<file path="src/rtl/dmux16_pkg.sv">
// Shared types and constants for the 16-way demux feeder.
package dmux16_pkg;

  // Feeder sequencing states.
  typedef enum logic [1:0] {
    IDLE = 2'd0,
    RUN  = 2'd1,
    DONE = 2'd2
  } state_e;

  localparam int NCHAN = 16;  // channels per word, one bit each
  localparam int SELW  = 4;   // width of the demux select / channel index
  localparam int CNTW  = 8;   // dwell counter width, covers DWELL up to 255

endpackage

</file>
<file path="src/rtl/dwell_timer.sv">
// Per-channel dwell counter for the demux feeder.
// Counts the cycles a channel has been selected and flags the last cycle of
// the dwell. The guard flag is evaluated on the count the counter will hold
// in the coming cycle, so the parent can register d0 and still have it line
// up with the select lines.
module dwell_timer
  import dmux16_pkg::*;
#(
  parameter int DWELL = 12,
  parameter int GUARD = 1
) (
  input  logic clk,
  input  logic rstn,
  input  logic clr,       // synchronous clear, count restarts at 0
  output logic in_guard,  // next-cycle count < GUARD
  output logic last       // current count == DWELL-1
);

  localparam logic [CNTW-1:0] LAST_C  = CNTW'(DWELL - 1);
  localparam logic [CNTW-1:0] GUARD_C = CNTW'(GUARD);

  logic [CNTW-1:0] count_q;
  logic [CNTW-1:0] count_d;

  // Next count: clear wins, otherwise count up by one.
  always_comb begin
    count_d = clr ? '0 : count_q + 1'b1;
  end

  // Count register.
  // NOTE: clocked state uses non-blocking (<=) so every flop samples values
  // from before the edge, independent of process ordering.
  always_ff @(posedge clk or negedge rstn) begin
    if (!rstn) count_q <= '0;
    else       count_q <= count_d;
  end

  assign last     = (count_q == LAST_C);
  assign in_guard = (count_d < GUARD_C);

endmodule

</file>
<file path="src/rtl/dmux16_feeder.sv">
// Upstream sequencer for the 16-way demultiplexer stage.
// Takes one 16-bit word per valid/ready handshake and walks it out bit by bit,
// channel 0 first, driving {s3,s2,s1,s0} with the channel index and d0 with
// the channel's bit. d0 is held low for the first GUARD cycles of every
// dwell so per-channel latches never see data while the select is changing.
// Every output except in_ready comes straight from a flop; those flops are
// loaded from the next-state values so RUN outputs appear the cycle after
// the capture edge.
module dmux16_feeder
  import dmux16_pkg::*;
#(
  parameter int DWELL = 12,  // cycles per channel, 2..255
  parameter int GUARD = 1    // leading cycles with d0 forced low, 0..DWELL-1
) (
  input  logic              clk,
  input  logic              rstn,
  input  logic              in_valid,
  input  logic [NCHAN-1:0]  in_data,
  output logic              in_ready,
  input  logic              stop,
  output logic              s0,
  output logic              s1,
  output logic              s2,
  output logic              s3,
  output logic              d0,
  output logic              busy,
  output logic              done
);

  state_e            state_q, state_d;
  logic [SELW-1:0]   chan_q,  chan_d;
  logic [NCHAN-1:0]  shreg_q, shreg_d;
  logic [SELW-1:0]   sel_q,   sel_d;
  logic              d0_q,    d0_d;
  logic              busy_q,  busy_d;
  logic              done_q,  done_d;

  logic              timer_clr;
  logic              in_guard;
  logic              last;

  // The dwell count only runs in RUN; it restarts at each channel boundary
  // and whenever the word is aborted.
  assign timer_clr = (state_q != RUN) || last || stop;

  dwell_timer #(
    .DWELL (DWELL),
    .GUARD (GUARD)
  ) u_dwell_timer (
    .clk      (clk),
    .rstn     (rstn),
    .clr      (timer_clr),
    .in_guard (in_guard),
    .last     (last)
  );

  // Next-state, channel, shift register and registered-output values.
  always_comb begin
    // NOTE: every signal gets a default before any branch, so no path leaves
    // a value unassigned and no latch is inferred.
    state_d = state_q;
    chan_d  = chan_q;
    shreg_d = shreg_q;

    if (stop) begin
      // Abort from any state: drop the word, no done pulse.
      state_d = IDLE;
      chan_d  = '0;
      shreg_d = '0;
    end else begin
      unique case (state_q)
        IDLE: begin
          // in_ready is high in IDLE, so in_valid alone completes the handshake.
          if (in_valid) begin
            shreg_d = in_data;
            chan_d  = '0;
            state_d = RUN;
          end
        end
        RUN: begin
          if (last) begin
            shreg_d = shreg_q >> 1;
            if (chan_q == SELW'(NCHAN - 1)) state_d = DONE;
            else                            chan_d  = chan_q + 1'b1;
          end
        end
        DONE:    state_d = IDLE;
        default: state_d = IDLE;
      endcase
    end

    sel_d  = (state_d == RUN) ? chan_d : '0;
    d0_d   = (state_d == RUN) && !in_guard && shreg_d[0];
    busy_d = (state_d == RUN);
    done_d = (state_d == DONE);
  end

  // State, datapath and output registers.
  always_ff @(posedge clk or negedge rstn) begin
    if (!rstn) begin
      // NOTE: the shift register is cleared on reset as well, so a word
      // interrupted by reset can never leak into a later transfer.
      state_q <= IDLE;
      chan_q  <= '0;
      shreg_q <= '0;
      sel_q   <= '0;
      d0_q    <= 1'b0;
      busy_q  <= 1'b0;
      done_q  <= 1'b0;
    end else begin
      state_q <= state_d;
      chan_q  <= chan_d;
      shreg_q <= shreg_d;
      sel_q   <= sel_d;
      d0_q    <= d0_d;
      busy_q  <= busy_d;
      done_q  <= done_d;
    end
  end

  assign in_ready = (state_q == IDLE);
  assign s0       = sel_q[0];
  assign s1       = sel_q[1];
  assign s2       = sel_q[2];
  assign s3       = sel_q[3];
  assign d0       = d0_q;
  assign busy     = busy_q;
  assign done     = done_q;

endmodule

</file>
<file path="config.mk">
export PLATFORM = sky130hd
export DESIGN_NAME = dmux16_feeder
export DESIGN_NICKNAME = d
export VERILOG_FILES = /design/src/rtl/dmux16_pkg.sv /design/src/rtl/dwell_timer.sv /design/src/rtl/dmux16_feeder.sv
export SDC_FILE = /design/constraint.sdc
export NUM_CORES = 1
export LEC_CHECK = 0
export CAP_MARGIN = 5
export CORE_ASPECT_RATIO = 0.8
export CORE_MARGIN = 1.5
export CORE_UTILIZATION = 45
export DETAILED_ROUTE_END_ITERATION = 16
export PLACE_DENSITY = 0.68
export REMOVE_ABC_BUFFERS = 1
export SYNTH_ARGS = -nofsm -noshare
export SYNTH_HDL_FRONTEND = slang
export SYNTH_HIERARCHICAL = 1
export SYNTH_SLANG_ARGS = --single-unit
</file>
<file path="constraint.sdc">
create_clock -name clk -period 3.2 [get_ports clk]
set_input_delay 0.48 -clock clk [delete_from_list [all_inputs] [get_ports clk]]
set_output_delay 0.48 -clock clk [all_outputs]
set_load 0.005 [all_outputs]
</file>
# Word level (Yosys, flattened, before mapping)
# Index checks and enable logic that the tools add are counted.
# classes
n_lt_le_gt_ge	1
n_mul	0
shift	0
n_div	0
n_eq_ne	8
n_addsub	2
mux	16
bitwise_logic	0
reduce_logical	8
# ops
cell	count
16-bit 2-to-1 mux	3
16-bit case mux with 2 select lines	1
4-bit 2-to-1 mux	5
8-bit by 1-bit adder with 8-bit output, second input constant	1
8-bit by 4-bit == test with 1-bit output, second input constant	1
8-bit by 1-bit less-than comparator with 1-bit output, second input constant	1
2-bit 2-to-1 mux	4
8-bit 2-to-1 mux	1
4-bit case mux with 2 select lines	1
4-bit by 1-bit adder with 4-bit output, second input constant	1
2-bit by 1-bit == test with 1-bit output, second input constant	2
4-bit == test, second input constant	1
2-bit case mux with 2 select lines	1
3-bit by 2-bit != test with 1-bit output, second input constant	1
3-bit != test, second input constant	1
3-bit AND reduction	1
3-bit nonzero test	1
2-bit == test, second input constant	1
1-bit logical AND	2
2-bit zero test	1
1-bit logical OR	2
2-bit by 1-bit != test with 1-bit output, second input constant	1
1-bit zero test	1
# totals
output_inout_bits	8
input_bits	20
mem_bits_ro	0
latchBits	0
ram_bits	0
mem_count	0
reg_bits	37

# Depth between registers and ports, before layout
# Gate-level depths: netlist of run 1.
# depth
ltp_word	8
depth_mapped	10
mapped_depth_nobuf	8

# Cells and area by module
# The synthesis of run 1 kept the hierarchy.
# modules_own_cells
mod	cells_per_inst	area_per_inst_um2	instances
dmux16_feeder	122	1385.1	1
dwell_timer	46	455.4	1

# Worst setup path before layout of run 1
# No wires, ideal clock.
# synth_timing
kind	flip-flop to flip-flop
start	reg u_dwell_timer.count_q[0]
end	reg d0_q (netlist: d0)
period_less_slack_ns	2.575
stages_incl_launch_ff	11
setup_slack_ns	0.625
n_path_buf	2
arrival_ns	2.437
t_required_ns	3.062
cell_sequence	dfrtp_1 ha_1 or4b_1 nor4b_1 buf_4 or3_1 buf_2 a41o_1 a31oi_1 nor4_2 a211oi_1
# synth_between
elab_chain_len	8
elab_cells_between_ends	16
cone_classes	1 x add/sub; 1 x order compare; 2 x eq/ne; 7 x mux; 5 x reduce/logical
# synth_lines
item	line	source
start, declared	dwell_timer.sv:22	logic [CNTW-1:0] count_q;
start signal, assigned	dwell_timer.sv:35	else count_q <= count_d;
8-bit by 4-bit == test with 1-bit output	dwell_timer.sv:38	assign last = (count_q == LAST_C);
via last	dmux16_feeder.sv:40	logic last;
1-bit logical OR (2 in a row)	dmux16_feeder.sv:44	assign timer_clr = (state_q != RUN) || last || stop;
via timer_clr	dmux16_feeder.sv:38	logic timer_clr;
8-bit 2-to-1 mux	dwell_timer.sv:27	count_d = clr ? '0 : count_q + 1'b1;
8-bit by 1-bit less-than comparator with 1-bit output	dwell_timer.sv:39	assign in_guard = (count_d < GUARD_C);
via in_guard	dmux16_feeder.sv:39	logic in_guard;
1-bit zero test	dmux16_feeder.sv:93	d0_d = (state_d == RUN) && !in_guard && shreg_d[0];
1-bit logical AND (2 in a row)	dmux16_feeder.sv:93	
via d0_d	dmux16_feeder.sv:34	logic d0_q, d0_d;
end signal, assigned	dmux16_feeder.sv:107	d0_q <= 1'b0;
end signal, assigned	dmux16_feeder.sv:115	d0_q <= d0_d;
end, declared	dmux16_feeder.sv:34	
# The timed path passes the listed nets, and every way through them passes these cells. The select of a mux whose other input is x is not followed.
# A chain may end at the register's enable or synchronous reset.

# Worst setup path after layout of run 1
# Same ends and word-level chain as after synthesis.

==> results.sh, run 1 <==
export IMPL_status="completed"
export IMPL_clk_path_buf_depth=2
export IMPL_grt_first_pass_wirelength_mm=6.39
export IMPL_die_h_um=60.2
export IMPL_reg2reg_from="u_dwell_timer/count_q[0]$_DFF_PN0_"
export IMPL_final_core_util_pct=58.0
export IMPL_vias_per_cell=5.71
export IMPL_rsz0062_at_grt="false"
export IMPL_min_to="shreg_q[3]$_DFFE_PN0P_"
export IMPL_irDropWorstVdd_uv=281
export IMPL_antenna_found_initial=0
export IMPL_grt_pass1_vias=1390
export IMPL_cts_setup_buffers=0
export IMPL_grt_usage_pct=19.2
export IMPL_slew_headroom_pct=60.2
export IMPL_powerDensity_nw_per_um2=413
export IMPL_ys_seq_area_share_pct=50.3
export IMPL_worst_slew_pin_slew_ns=0.597
export IMPL_cts_buffers=5
export IMPL_slowest_stage="or4b_1"
export IMPL_dpl_hpwl_mm=2.72
export IMPL_totalWireLength_mm=3.77
export IMPL_final_antenna_net_count=0
export IMPL_vias=1423
export IMPL_worst_setup_path_startpoint="u_dwell_timer/count_q[0]$_DFF_PN0_"
export IMPL_cts_root_buffer="clkbuf_8"
export IMPL_drc=0
export IMPL_cts_tree="done"
export IMPL_grt_max_degree=38
export IMPL_place_gp_congestion=0.771
export IMPL_io_pin_count=28
export IMPL_wire_per_inst_um=15.1
export IMPL_holdBufCountCts=0
export IMPL_io_buffer_count=27
export IMPL_drt_initial_drc_count=87
export IMPL_skew_ns=0.00848
export IMPL_hold_violations=0
export IMPL_hold_path_class="reg2reg"
export IMPL_slowest_delay_ns=0.47
export IMPL_crit_fanout=13
export IMPL_p_leak_nw=0.916
export IMPL_dieArea_um2=4480
export IMPL_hold_start="shreg_q[3]$_DFFE_PN0P_"
export IMPL_placementRows=20
export IMPL_initial_core_util_pct=47.8
export IMPL_drive_gt1_share_pct=10.8
export IMPL_reg2reg_slack_ns=0.51
export IMPL_fin_crit_ns=2.69
export IMPL_synth_cells=168
export IMPL_synth_seq_cells=37
export IMPL_crit_chain="ha_1, or4b_1, nor4b_2, buf_4, or3_1, a41o_1, a31oi_1, nor4_2, a211oi_1"
export IMPL_cp_arrival_ns=2.83
export IMPL_max_cap_violations=0
export IMPL_critPathKind="reg2reg"
export IMPL_end_kind="flip-flop"
export IMPL_min_period_over_period_pct=84.0
export IMPL_dr_pass1_iters=4
export IMPL_syn_avg_cell_area_um2=11.0
export IMPL_drv_slew=0
export IMPL_clock_sinks=37
export IMPL_start_kind="flip-flop"
export IMPL_max_freq_ghz=0.372
export IMPL_overflow=0
export IMPL_nets=215
export IMPL_power_total_uw=923
export IMPL_cts_resized=0
export IMPL_diodes=0
export IMPL_setup_violations=0
export IMPL_core_area_um2=3850
export IMPL_syn_area_um2=1840
export IMPL_path_clk_slew_ns=0.07
export IMPL_ys_warn_count=6
export IMPL_dieWidth_um=74.5
export IMPL_syn_to_final_growth_pct=21.4
export IMPL_required_ns=3.35
export IMPL_synth_cell_types=45
export IMPL_hold_depth=1
export IMPL_rr_worst_depth=9
export IMPL_insertion_delay_ns=0.29
export IMPL_cts_htree_levels=2
export IMPL_r2r_end="d0$_DFF_PN0_"
[cell usage after synthesis (all sizes together)]
| master | instances | area share [%] |
|---|---|---|
| dfrtp | 37 | 50 |
| a22oi | 14 | 5.7 |
| o2bb2ai | 14 | 6.7 |
| buf | 11 | 3.9 |
| nor2 | 11 | 2.2 |
| nand3 | 9 | 2.4 |
| a21oi | 8 | 2.6 |
| o21ai | 6 | 1.8 |
| inv | 5 | 1.0 |
| or3 | 4 | 1.4 |
| a211oi | 3 | 1.2 |
| nand2b | 3 | 1.0 |
| nand3b | 3 | 1.9 |
| nand4 | 3 | 1.4 |
| nor4 | 3 | 1.4 |
| xnor2 | 3 | 1.4 |
| a31oi | 2 | 0.68 |
| and2b | 2 | 0.88 |
| and3 | 2 | 0.68 |
| ha | 2 | 1.4 |
| mux2i | 2 | 1.1 |
| nand2 | 2 | 0.41 |
| nor3 | 2 | 0.54 |
| nor4b | 2 | 0.95 |
| o211ai | 2 | 0.82 |
| xor2 | 2 | 0.95 |
| a21o | 1 | 0.41 |
| a311oi | 1 | 0.48 |
| a41o | 1 | 0.54 |
| and2 | 1 | 0.34 |
| clkbuf | 1 | 0.20 |
| nand4b | 1 | 0.48 |
| o21ba | 1 | 0.54 |
| o221ai | 1 | 0.82 |
| o32ai | 1 | 0.48 |
| or3b | 1 | 0.48 |
| or4b | 1 | 0.54 |
[worst max-delay path, delay by kind of cell (launching register included)]
kind / cells / cell delay, ns
AO/OA/AOI/OAI: 3 / 0.30
adder cells (fa/ha/maj): 1 / 0.27
buffers and inverters: 1 / 0.23
flip-flops: 1 / 0.44
AND/OR/NAND/NOR: 4 / 1.30
[worst max-delay path by stage]
stage | cells after the start | to | slack (ns)
after floorplan | 8 | d0$_DFF_PN0_ | -0.09
after global placement | 9 | d0$_DFF_PN0_ | 0.70
after detailed placement | 9 | d0$_DFF_PN0_ | 0.51
after CTS | 9 | d0$_DFF_PN0_ | 0.47
after global routing | 9 | d0$_DFF_PN0_ | 0.29
final | 9 | d0$_DFF_PN0_ | 0.51
[layer usage]
metal	part of all wire, %	track usage, %	up-vias
met1	50	26.2	696
met5	0	0	-
met2	45	29.0	24
met3	3.2	4.72	7
li1	-	-	696
met4	1.5	8.83	0
[flip-flops by register name, indices dropped and copies added (netlist names)]
name,count
busy,1
chan_q,4
d0,1
done,1
sel_q,4
shreg_q,16
state_q,2
u_dwell_timer/count_q,8
[per-stage QoR]
step / cells / setup WS, ns / instance area [µm²] / hold WS [ns] / setup TNS, ns
after floorplan: 156 / -0.0855 / 1770 / 0.184 / -0.799
after global placement: 241 / 0.704 / 2130 / 0.473 / 0
after detailed placement: 241 / 0.508 / 2130 / 0.476 / 0
after CTS: 249 / 0.474 / 2230 / 0.497 / 0
after global routing: 249 / 0.294 / 2230 / 0.505 / 0
final: 249 / 0.513 / 2230 / 0.498 / 0
[report_power, final]
part / switching, mW / internal [mW] / total, mW
combinational: 0.0431 / 0.0405 / 0.0836
clock: 0.159 / 0.195 / 0.354
sequential: 0.00898 / 0.477 / 0.486
total: 0.211 / 0.712 / 0.923
[kinds of logic after synthesis]
| family | synth area share [%] |
|---|---|
| buf+inv | 5.10 |
| compound gates | 22.8 |
| simple gates | 17.0 |
| mux | 1.09 |
| fa+ha+maj | 1.36 |
| flops | 50.3 |
| xor+xnor | 2.38 |
[cell type report]
cell class,count,area (µm²)
clock inverter,1,5.00
inverter,5,18.8
clock buffer,7,96.3
multi-input combinational,114,827
tap,55,68.8
timing repair buffer,30,293
fill,357,1620
sequential,37,926
[cell usage in the layout, fill, tap and decap left out, types with 4 or more instances in the layout]
| cell | count |
|---|---|
| a21oi_1 | 6 |
| a22oi_1 | 14 |
| clkbuf_8 | 7 |
| clkdlybuf4s50_1 | 27 |
| dfrtp_1 | 37 |
| inv_1 | 5 |
| nand3_1 | 9 |
| nor2_1 | 11 |
| o21ai_0 | 5 |
| o2bb2ai_1 | 14 |
| or3_1 | 4 |
Note: power is estimated with default switching activity, not from simulation.
==> inputs of run 2 (changes only) <==
--- a/config.mk
+++ b/config.mk
@@ -10,7 +10,7 @@
 export CORE_MARGIN = 1.5
 export CORE_UTILIZATION = 45
 export DETAILED_ROUTE_END_ITERATION = 16
-export PLACE_DENSITY = 0.68
+export PLACE_DENSITY = 0.71
 export REMOVE_ABC_BUFFERS = 1
 export SYNTH_ARGS = -nofsm -noshare
 export SYNTH_HDL_FRONTEND = slang
==> constraint.sdc (replaced) <==
create_clock -name clk -period 2.4 [get_ports clk]
set_input_delay 0.36 -clock clk [delete_from_list [all_inputs] [get_ports clk]]
set_output_delay 0.36 -clock clk [all_outputs]
set_load 0.005 [all_outputs]
==> run 2 against run 1 <==
Compared with the run above: combinational power up 52%; core utilization increased by 1.2 points; sequential share of layout area down 0.84 points; register-to-register slack lost 0.35 ns; sequential power up 32%; cell count rose by 3.6%; clock skew is 0.0065 ns lower; clock power up 17%; clock-buffer cell count grew 1; first-iteration DRC count is 22% lower; non-clock buffer count is 9 higher; hold slack worse by 0.017 ns.
==> results.sh, run 2 (synthesis gave the netlist of run 1 again) <==
export IMPL_dieWidth_um=74.5
export IMPL_drt_initial_drc_count=68
export IMPL_fillers=348
export IMPL_critPathKind="reg2reg"
export IMPL_die_h_um=60.2
export IMPL_final_cell_mix="dfrtp_1, clkdlybuf4s50_1, a22oi_1, o2bb2ai_1, buf_4"
export IMPL_overflow=0
export IMPL_setup_violations=0
export IMPL_grt_usage_pct=21.1
export IMPL_dp_cells=250
export IMPL_status="completed"
export IMPL_dpl_hpwl_mm=2.85
export IMPL_totalWireLength_mm=4.06
export IMPL_vias=1500
export IMPL_largest_reg_flops=16
export IMPL_power_total_mw=1.18
export IMPL_holdWs_ns=0.480
export IMPL_grt_pass1_vias=1440
export IMPL_finalSetupTns_ns=0
export IMPL_io_buffer_count=27
export IMPL_drive_gt1_share_pct=13.3
export IMPL_end_kind="flip-flop"
export IMPL_slew_headroom_pct=60.3
export IMPL_finalNonFillerCells=258
export IMPL_dr_pass1_iters=4
export IMPL_worst_setup_path_startpoint="u_dwell_timer/count_q[5]$_DFF_PN0_"
export IMPL_antenna_found_initial=0
export IMPL_cts_htree_levels=2
export IMPL_holdBufCountCts=0
export IMPL_grt_max_degree=38
export IMPL_largest_register="shreg_q"
export IMPL_powerDensity_nw_per_um2=519
export IMPL_required_ns=2.56
export IMPL_drc=0
export IMPL_final_area_um2=2280
export IMPL_clock_sinks=37
export IMPL_skew_ns=0.00201
export IMPL_dpl_cell_area_um2=2200
export IMPL_crit_fanout=12
export IMPL_grt_first_pass_wirelength_mm=6.91
export IMPL_fin_crit_ns=2.24
export IMPL_io_pin_count=28
export IMPL_clk_path_buf_depth=2
export IMPL_final_antenna_net_count=0
export IMPL_irDropWorstVdd_uv=384
export IMPL_rsz0062_at_grt="true"
export IMPL_cp_arrival_ns=2.40
export IMPL_dieArea_um2=4480
export IMPL_insertion_delay_ns=0.29
export IMPL_syn_to_final_growth_pct=23.9
export IMPL_drv_slew=0
export IMPL_hold_path_class="in2async"
export IMPL_max_freq_ghz=0.446
export IMPL_place_gp_congestion=0.786
export IMPL_max_cap_violations=0
export IMPL_min_period_over_period_pct=93.3
export IMPL_cts_tree="done"
export IMPL_start_kind="flip-flop"
export IMPL_cts_setup_buffers=0
export IMPL_reg_top3="shreg_q: 16 flops, u_dwell_timer/count_q: 8 flops"
export IMPL_reg2reg_from="u_dwell_timer/count_q[5]$_DFF_PN0_"
export IMPL_cts_root_buffer="clkbuf_8"
export IMPL_vias_per_cell=5.81
export IMPL_path_clk_slew_ns=0.07
export IMPL_diodes=0
export IMPL_cts_buffers=5
export IMPL_cts_resized=0
export IMPL_nets=224
export IMPL_p_leak_nw=0.947
export IMPL_initial_core_util_pct=47.8
export IMPL_worst_slew_pin_slew_ns=0.596
export IMPL_wire_per_inst_um=15.7
export IMPL_placementRows=20
export IMPL_hold_violations=0
export IMPL_final_common_cell="dfrtp_1"
export IMPL_core_area_um2=3850
==> run 2: cell count changes in the layout (fill, tap and decap cells not counted), sizes merged <==
cell,previous run,this run
clkbuf,7,8
buf,3,12
clkinv,1,0
==> run 2: final timing paths <==
check                           slack (ns)                      to  cells past startpoint
worst max-delay path                  0.16      sel_q[2]$_DFF_PN0_                      6
worst min-delay path                  0.48     chan_q[1]$_DFF_PN0_                      2
max in group asynchronous             1.59     chan_q[3]$_DFF_PN0_                      2
worst min register to register        0.49  shreg_q[7]$_DFFE_PN0P_                      1
min in group clk                      0.49  shreg_q[7]$_DFFE_PN0P_                      1
worst max register to register        0.16      sel_q[2]$_DFF_PN0_                      6
==> run 2: metrics by stage <==
stage / util [%] / worst slack [ns]
after floorplan: - / -0.885
after global placement: 57.1 / 0.212
after detailed placement: 57.1 / 0.167
after CTS: 59.2 / 0.154
after global routing: 59.2 / -0.0101
final: 59.2 / 0.160
==> run 2: worst max-delay path, cell delays in order (launching register included) <==
cell and delay, ns:
dfrtp_1 0.44, or4b_1 0.55, nor4b_2 0.26, buf_4 0.24, nand2_1 0.12, o221ai_2 0.38, nor4b_1 0.11
==> run 2: layout make-up <==
| class | count | area [µm²] | area share (%) |
|---|---|---|---|
| Timing Repair Buffer | 39 | 360 | 15.8 |
| Inverter | 5 | 18.8 | 0.823 |
| Clock buffer | 8 | 80.1 | 3.51 |
| Tap cell | 55 | 68.8 | 3.02 |
| Sequential cell | 37 | 926 | 40.6 |
| Multi-Input combinational cell | 114 | 827 | 36.3 |
==> run 2: per-layer routing <==
layer	global-route usage (%)	up-vias	wire length, µm
li1	-	705	-
met2	31.9	43	1860
met3	6.91	5	233
met1	28.2	747	1900
met5	0	-	0
met4	8.31	0	57
==> run 2: power by group <==
group / switching [mW] / internal (mW)
logic: 0.0665 / 0.0602
registers: 0.00668 / 0.636
clock network: 0.208 / 0.206
total: 0.281 / 0.902
